<file path="src/rtl/bypass_scoreboard.sv">
// Decode-stage operand bypass with a per-register latency scoreboard.
// Each read port is resolved against the exec/mem/wb buses, and decode stalls while a multi-cycle producer is still pending.
module bypass_scoreboard #(
    parameter int DATA_WIDTH     = 32,
    parameter int REG_ADDR_WIDTH = 5,
    parameter int READ_PORTS     = 2,
    parameter int MAX_LAT        = 4,
    localparam int PA            = REG_ADDR_WIDTH + 1,
    localparam int LAT_W         = $clog2(MAX_LAT + 1)
) (
    input  logic                             clk,
    input  logic                             rst,
    input  logic                             flush,
    input  logic                             issue_valid,
    input  logic                             issue_wb_reg,
    input  logic [PA-1:0]                    issue_addr,
    input  logic [LAT_W-1:0]                 issue_latency,
    input  logic [READ_PORTS-1:0]            dec_rd_enable,
    input  logic [READ_PORTS*PA-1:0]         dec_rd_addr,
    input  logic [READ_PORTS*DATA_WIDTH-1:0] dec_rd_data,
    input  logic                             exec_wb_reg,
    input  logic [PA-1:0]                    exec_write_addr,
    input  logic [DATA_WIDTH-1:0]            exec_write,
    input  logic                             mem_wb_reg,
    input  logic [PA-1:0]                    mem_write_addr,
    input  logic [DATA_WIDTH-1:0]            mem_write,
    input  logic                             wb_wb_reg,
    input  logic [PA-1:0]                    wb_write_addr,
    input  logic [DATA_WIDTH-1:0]            wb_write,
    output logic [READ_PORTS*DATA_WIDTH-1:0] dec_rd_override,
    output logic                             dec_stall,
    output logic [31:0]                      stall_count
);

    localparam int              NREG      = 1 << PA;
    localparam logic [LAT_W-1:0] MAX_LAT_V = LAT_W'(MAX_LAT);
    localparam logic [LAT_W-1:0] LAT_ONE   = LAT_W'(1);
    localparam logic [31:0]      CNT_MAX   = 32'hFFFF_FFFF;

    logic [LAT_W-1:0]      pend_r     [NREG];
    logic [LAT_W-1:0]      pend_nxt_s [NREG];
    logic                  issue_hit_s;
    logic [READ_PORTS-1:0] port_stall_s;
    logic                  stall_s;
    logic [31:0]           stall_count_r;

    // Producer latencies beyond the tracked range saturate at MAX_LAT.
    function automatic logic [LAT_W-1:0] clamp_lat(input logic [LAT_W-1:0] lat);
        if (lat > MAX_LAT_V) begin
            return MAX_LAT_V;
        end else begin
            return lat;
        end
    endfunction

    // Qualified scoreboard write: register 0 is never a real destination.
    always_comb begin
        issue_hit_s = issue_valid && issue_wb_reg && (issue_addr != '0);
    end

    // Next scoreboard state: flush clears, issue overwrites, everything else counts down.
    always_comb begin
        for (int r = 0; r < NREG; r++) begin
            pend_nxt_s[r] = '0;
            if (r == 0) begin
                pend_nxt_s[r] = '0;
            end else if (flush) begin
                pend_nxt_s[r] = '0;
            end else if (issue_hit_s && (issue_addr == PA'(r))) begin
                pend_nxt_s[r] = clamp_lat(issue_latency);
            end else if (pend_r[r] != '0) begin
                pend_nxt_s[r] = pend_r[r] - LAT_ONE;
            end else begin
                pend_nxt_s[r] = '0;
            end
        end
    end

    // Scoreboard state registers.
    always_ff @(posedge clk) begin
        for (int r = 0; r < NREG; r++) begin
            if (rst) begin
                pend_r[r] <= '0;
            end else begin
                pend_r[r] <= pend_nxt_s[r];
            end
        end
    end

    generate
        for (genvar i = 0; i < READ_PORTS; i++) begin : g_port
            logic [PA-1:0]         addr_s;
            logic [DATA_WIDTH-1:0] fwd_s;
            logic                  live_s;

            assign addr_s = dec_rd_addr[i*PA +: PA];
            assign live_s = dec_rd_enable[i] && (addr_s != '0);

            // Youngest producer wins: exec, then mem, then wb, else the register file.
            always_comb begin
                fwd_s = dec_rd_data[i*DATA_WIDTH +: DATA_WIDTH];
                if (live_s && exec_wb_reg && (exec_write_addr == addr_s)) begin
                    fwd_s = exec_write;
                end else if (live_s && mem_wb_reg && (mem_write_addr == addr_s)) begin
                    fwd_s = mem_write;
                end else if (live_s && wb_wb_reg && (wb_write_addr == addr_s)) begin
                    fwd_s = wb_write;
                end else begin
                    fwd_s = dec_rd_data[i*DATA_WIDTH +: DATA_WIDTH];
                end
            end

            // A port stalls while its source still has a producer in flight.
            always_comb begin
                if (live_s && (pend_r[addr_s] != '0)) begin
                    port_stall_s[i] = 1'b1;
                end else begin
                    port_stall_s[i] = 1'b0;
                end
            end

            assign dec_rd_override[i*DATA_WIDTH +: DATA_WIDTH] = fwd_s;
        end
    endgenerate

    // Any port waiting on a producer holds decode.
    always_comb begin
        stall_s = |port_stall_s;
    end

    // Saturating stalled-cycle counter, kept across flushes.
    always_ff @(posedge clk) begin
        if (rst) begin
            stall_count_r <= 32'd0;
        end else if (stall_s && (stall_count_r != CNT_MAX)) begin
            stall_count_r <= stall_count_r + 32'd1;
        end else begin
            stall_count_r <= stall_count_r;
        end
    end

    assign dec_stall   = stall_s;
    assign stall_count = stall_count_r;

endmodule

</file>
<file path="config.mk">
export PLATFORM = sky130hd
export DESIGN_NAME = bypass_scoreboard
export DESIGN_NICKNAME = d
export VERILOG_FILES = /design/src/rtl/bypass_scoreboard.sv
export SDC_FILE = /design/constraint.sdc
export NUM_CORES = 1
export LEC_CHECK = 0
export ABC_AREA = 1
export BUFFER_PORTS_ARGS = -buffer_cell sky130_fd_sc_hd__buf_4
export CORE_UTILIZATION = 60
export CTS_CLUSTER_SIZE = 28
export DETAILED_ROUTE_END_ITERATION = 12
export PLACE_DENSITY_LB_ADDON = 0.3
export SYNTH_ARGS = -nofsm -noshare
export SYNTH_HDL_FRONTEND = slang
export SYNTH_SLANG_ARGS = --single-unit
</file>
<file path="constraint.sdc">
create_clock -name clk -period 3.72 [get_ports clk]
set_input_delay 0.186 -clock clk [delete_from_list [all_inputs] [get_ports clk]]
set_output_delay 0.186 -clock clk [all_outputs]
set_load 0.005 [all_outputs]
</file>
==> results.toml, run 1 <==
[run_status]
status = "completed"

[drt]
detailed_route_via_count = 20200
detailedRoute.firstIterationViolations = 2568
via_per_inst = 5.962
ant_nets = 0
detail_route.first_pass.iterations = 6
routed_wl_um = 64870
routedWlPerCell_um = 19.15
remaining_drc_errors = 0

[logic_synthesis]
synthDominantCellAreaShare_pct = 26.40
number_of_nets_produced_by_synthesis = 3096
syn-mean-instance-area_um2 = 6.071
synthesis.area_mm2 = 0.01676
number_of_enable_flip_flop_cells_after_synthesis = 0
yosysSeqAreaShare_pct = 26.40
ys.flop_type = "dfxtp_1"
synth.area.top_cells = "dfxtp_1, nand2_1, ha_1"
gate_count_after_technology_mapping = 2760
count_of_unique_library_cells_instantiated_by_yosys = 35
yosysWarnings = 0
total_of_flip_flops_plus_latches_after_synthesis = 221
synthDominantAreaCellType = "dfxtp_1"
asyncSetResetFlopFracSynth_pct = 0

[setup_path]
worst_r2r_startpoint = "pend_r[22][0]"
worst-path-buf-inv = 4
kind_of_cell_with_the_highest_combined_delay_on_the_critical_path = "buffers and inverters"
crit_path_frequent_cell = "buf_4"
critical_path.max_fanout = 19
required_time_of_the_worst_setup_path_ns = 3.53
setup.worst_path.end_class = "primary output"
worst-setup-path-type = "in -> out"
critical_path_cell_list = "buf_4 > clkinv_1 > nand2_1 > o211ai_1 > nor4_4 > buf_4 > nand3_1 > a31oi_1 > buf_4"
critPathSlowestCell = "nor4_4"
start_kind = "primary input"
worst_setup_path_startpoint = "dec_rd_addr[1]"
timing.critical_path.depth = 9
worst_path_largest_cell_delay_ns = 0.54
number_of_cells_on_the_worst_reg_to_reg_path = 15
critPathArrivalTime_ns = 2.90

[placed_design]
detailedPlace.worstSlack_ns = 0.7928
placedCellCount = 3337
placedInstanceArea_mm2 = 0.01924
hpwl_um = 46980
quantity_of_i_o_buffers_inserted_on_ports = 305
placer_congestion_estimate = 1.041

[clock_network]
cts-buffers-inserted = 26
clkSlewWorstSetupHoldPaths_ns = 0.06
post-cts-setup-buffer-count = 0
clk_path_buf_depth = 3
cts.sinks = 221
cts.hold.buffers_added = 2
clock_tree.root_cell = "clkbuf_16"
clock_insertion_delay_worst_skew_ns = 0.56
cts_resized = 0
htree_num_levels = 1
cts_tree = "done"

[global_route]
track_usage_pct = 43.73
wire_length_of_the_first_global_routing_pass_um = 98390
remaining_global_route_overflow = 0
grt_pass1_vias = 18540
grt_antenna_before_repair = 3
largest_net_degree_at_the_start_of_global_routing = 94

[min_path]
worst_hold_path.num_cells = 3
hold_start = "issue_latency[2]"
kind_of_path_behind_the_tightest_hold_check = "in -> reg"

[finish]
num-fill-cells = 2253
area_taken_by_multi_input_logic_gates_mm2 = 0.01034
ff_latch_area_mm2 = 0.004424
most-common-layout-cells = "nand2_1, inv_1, nor2_1, buf_4, a21oi_1"
layout_utilization_pct = 74.19
synthToLayoutAreaGrowth_pct = 20.33
final-instance-count-excl-fill = 3388
postLayoutCellArea_mm2 = 0.02016
layout_commonest_cell = "nand2_1"
final_net_count = 3331
fraction_of_layout_instances_using_a_drive_strength_above_1_pct = 13.20

[timing]
timing.final.hold_violations = 0
final.min_clock_period_ns = 3.085
min_period_over_period_pct = 82.92
final.setup_skew_ns = 0.02141
totalNegativeSetupSlack_ns = 0
worstMarginPinSlew_ns = 1.094
whs_ns = 0.06856
fmax_mhz = 324.2
maxSlewViolCount = 0
slew_headroom_pct = 27.07
post-route-worst-setup-slack_ns = 0.6353
setup_viol = 0
rsz0062_at_grt = "no"

[flow_run]
max_cap_viols = 0

[floorplan]
die_width_um = 169.1
floorplan.initialDensity_pct = 61.66
die_ar_mm2 = 0.02860
die_h_um = 169.1
floorplan.io_pins = 306
row_count = 60
core_region_area_mm2 = 0.02718

[power]
power.density_cell_area_mw_per_mm2 = 298.9
vdd_drop_max_uv = 350.5
leakage_nw = 9.388
report.power.total_mw = 6.027
kinds of logic after synthesis:
kind of cell / Yosys count / synth area share [%]
and+or+nand+nor: 1285 / 31.10
xor gates and xnor gates: 9 / 0.4705
DFF: 221 / 26.40
buffers and inverters: 518 / 12.05
AOI/OAI and AO/OA: 600 / 20.49
adders and majority gates: 127 / 9.483
cell type report:
class | instances | share of cell area (%)
Antenna cell | 1 | 0.01241
Clock buffer | 41 | 3.854
Clock inverter | 7 | 0.6143
Inverter | 386 | 7.198
Multi-Input combinational cell | 2021 | 51.30
Sequential cell | 221 | 21.94
Tap cell | 372 | 2.308
Timing Repair Buffer | 339 | 12.77
synthesized netlist by cell type (33+ instances only):
library cell / number
a21oi_1: 235
buf_2: 33
clkbuf_1: 87
dfxtp_1: 221
ha_1: 127
inv_1: 376
nand2_1: 659
nand3_1: 206
nor2_1: 360
nor3_1: 34
o211ai_1: 108
o21ai_0: 167
path summary, 6_finish.rpt:
check	slack (ns)	to
min	0.07	pend_r[6][2]
max reg2reg	1.22	stall_count[24]
max	0.64	dec_rd_override[16]
min reg2reg	0.54	pend_r[11][0]
worst reg2reg max path, delay by kind of cell (launching register included):
family          cells  cell delay [ns]
simple gates       10             1.06
compound gates      3             0.53
buf+inv             2             0.52
flops               1             0.34
per-layer routing:
metal	GRT usage [%]	vias to the layer above	wire length, um
li1	-	9391	-
met1	55.33	9156	24440
met2	68.33	1339	28240
met3	11.97	308	8518
met4	21.97	4	3641
met5	0	-	27
sequential cells by signal, indices dropped and copies added (netlist names):
| signal | count |
|---|---|
| stall_count | 32 |
| pend_r | 189 |
power breakdown:
group | total [mW] | switching (mW) | leakage (nW) | internal (mW)
registers | 2.38 | 0.00738 | 1.78 | 2.37
clock network | 2.70 | 1.07 | 0.437 | 1.64
logic | 0.943 | 0.577 | 7.17 | 0.366
Note: power is estimated with default switching activity, not from simulation.
==> inputs of run 2 (changes only) <==
CORE_UTILIZATION = 52   (was 60)
clock period = 2.8 ns   (was 3.72 ns; I/O delays follow)
==> run 2 against run 1 <==
Non-clock buffer count grew 25. Global-route usage shrank 6.0 points. Critical path type is now reg -> out. Power grew 33%. Wire length shrank 0.91%. Critical endpoint is now dec_stall.
==> results.toml, run 2 (synthesized netlist as in run 1, its figures left out) <==
[floorplan]
die_h_um = 181.5
floorplan.initialDensity_pct = 52.96
die_ar_mm2 = 0.03295
floorplan.io_pins = 306
row_count = 65
core_region_area_mm2 = 0.03164
die_width_um = 181.5

[power]
leakage_nw = 9.544
power.density_cell_area_mw_per_mm2 = 392.1
vdd_drop_max_uv = 459.6

[drt]
detailedRoute.firstIterationViolations = 2268
routed_wl_um = 64280
routedWlPerCell_um = 18.69
ant_nets = 0
detailed_route_via_count = 19910
via_per_inst = 5.789
detail_route.first_pass.iterations = 8
remaining_drc_errors = 0

[clock_network]
cts-buffers-inserted = 27
clkSlewWorstSetupHoldPaths_ns = 0.07
htree_num_levels = 1
cts_tree = "done"
clock_insertion_delay_worst_skew_ns = 0.56
clock_tree.root_cell = "clkbuf_16"
clk_path_buf_depth = 3
cts.sinks = 221
post-cts-setup-buffer-count = 0

[finish]
area_taken_by_multi_input_logic_gates_mm2 = 0.01035
ff_latch_area_mm2 = 0.004424
fraction_of_layout_instances_using_a_drive_strength_above_1_pct = 14.03
num-fill-cells = 2932
largest_register_by_flop_count = "pend_r"
largest_reg_flops = 189
final_net_count = 3357
synthToLayoutAreaGrowth_pct = 22.18
antenna_cells = 0
layout_commonest_cell = "nand2_1"
most-common-layout-cells = "nand2_1, inv_1, nor2_1, buf_4, a21oi_1"

[global_route]
grt.busiest_layer = "met2"
grt_use_met2_pct = 60.26
remaining_global_route_overflow = 0
grt_pass1_vias = 18390
grt.met3_usage_pct = 7.601
wire_length_of_the_first_global_routing_pass_um = 99210
met1_usage_pct = 48.75
largest_net_degree_at_the_start_of_global_routing = 77
track_usage_pct = 37.70
grt_antenna_before_repair = 5

[setup_path]
setup.worst_path.end_class = "primary output"
worst-path-buf-inv = 3
reg2reg_to = "stall_count[31]"
worst_r2r_startpoint = "stall_count[0]"
crit_path_frequent_cell = "nor2_1"
start_kind = "flip-flop"
worst_path_largest_cell_delay_ns = 0.36
critical_path.max_fanout = 57
number_of_cells_on_the_worst_reg_to_reg_path = 14
timing.critical_path.depth = 12
worst-setup-path-type = "reg -> out"
kind_of_cell_with_the_highest_combined_delay_on_the_critical_path = "simple AND/OR/NAND/NOR gates"
critPathSlowestCell = "dfxtp_1"
setup.reg_to_reg.worst_slack_ns = 0.44
critPathArrivalTime_ns = 2.58
required_time_of_the_worst_setup_path_ns = 2.66
critical_path_cell_list = "inv_1 > nand2_1 > o21ai_0 > a21oi_1 > nor2_1 > nor2_1 > a21oi_1 > nor2_1 > nand2_1 > nand2_2 > buf_8 > buf_4"

[timing]
min_period_over_period_pct = 97.32
maxSlewViolCount = 0
rsz0062_at_grt = "no"
post-route-worst-setup-slack_ns = 0.07515
slew_headroom_pct = 31.03
final.setup_skew_ns = 0.01126
worstMarginPinSlew_ns = 1.033
setup_viol = 0
fmax_mhz = 367.0
timing.final.hold_violations = 0
final.min_clock_period_ns = 2.725
totalNegativeSetupSlack_ns = 0

[placed_design]
detailedPlace.worstSlack_ns = 0.2099
quantity_of_i_o_buffers_inserted_on_ports = 305
hpwl_um = 47680
placer_congestion_estimate = 1.045

[min_path]
kind_of_path_behind_the_tightest_hold_check = "in -> reg"
min_to = "pend_r[41][2]"
hold_start = "issue_addr[2]"
worst_hold_path.num_cells = 6

[flow_run]
max_cap_viols = 0

[run_status]
status = "completed"
-- run 2: cell count changes in the layout (fill, tap and decap cells not counted), sizes merged --
cell | previous run | this run
buf | 337 | 361
clkbuf | 41 | 32
clkinv | 7 | 10
clkinvlp | 1 | 3
diode | 1 | 0
dlygate4sd3 | 2 | 3
inv | 382 | 383
-- run 2: through the flow --
step | cell area [um2] | utilization, % | hold WS [ns] | power (mW) | std cells
CTS | 20470 | 64.70 | 0.1924 | 8.004 | 3439
global placement | 19550 | 61.79 | 0.4942 | 4.462 | 3391
floorplan | 16760 | - | 0.2828 | 3.817 | 2760
finish | 20470 | 64.71 | 0.2149 | 8.027 | 3439
global route | 20470 | 64.71 | 0.2604 | 8.235 | 3439
detailed placement | 19550 | 61.79 | 0.5005 | 4.468 | 3391
-- run 2: power breakdown --
part,internal [mW],switching (mW)
clock,2.12,1.47
combinational,0.518,0.763
sequential,3.15,0.00939
-- run 2: final cells by class --
cell class | count | share of cell area, %
clock buffer | 32 | 3.539
clock inverter | 13 | 0.7945
inverter | 386 | 7.090
multi-input combinational | 2021 | 50.54
sequential | 221 | 21.61
tap | 402 | 2.457
timing repair buffer | 364 | 13.97
-- run 2: what timing repair did --
action,CTS,global route
pin swaps,0,0
gates resized for setup,1,2
endpoints found under the hold margin,27,0
hold buffers,3,0
endpoints found under the setup margin,1,1
-- run 2: layer usage --
layer	up-vias	part of all wire (%)	wire (um)
met5	-	0.11	72
met4	10	5.2	3336
met3	236	10	6728
met2	1087	44	28320
met1	9148	40	25820
li1	9428	-	-
-- run 2: worst max-delay path by stage --
stage | startpoint | end | slack [ns]
after floorplan | stall_count[0] | stall_count[27] | 0.87
after global placement | dec_rd_addr[6] | dec_rd_override[32] | 0.26
after detailed placement | dec_rd_addr[6] | stall_count[21] | 0.21
after CTS | pend_r[22][0] | dec_stall | 0.09
after global routing | pend_r[22][0] | dec_stall | 0.0007
final | pend_r[22][0] | dec_stall | 0.08
-- run 2: worst min-delay path, delay by kind of cell --
family / cells / cell delay (ns)
buf+inv: 2 / 0.20
compound gates: 1 / 0.18
simple gates: 3 / 0.21
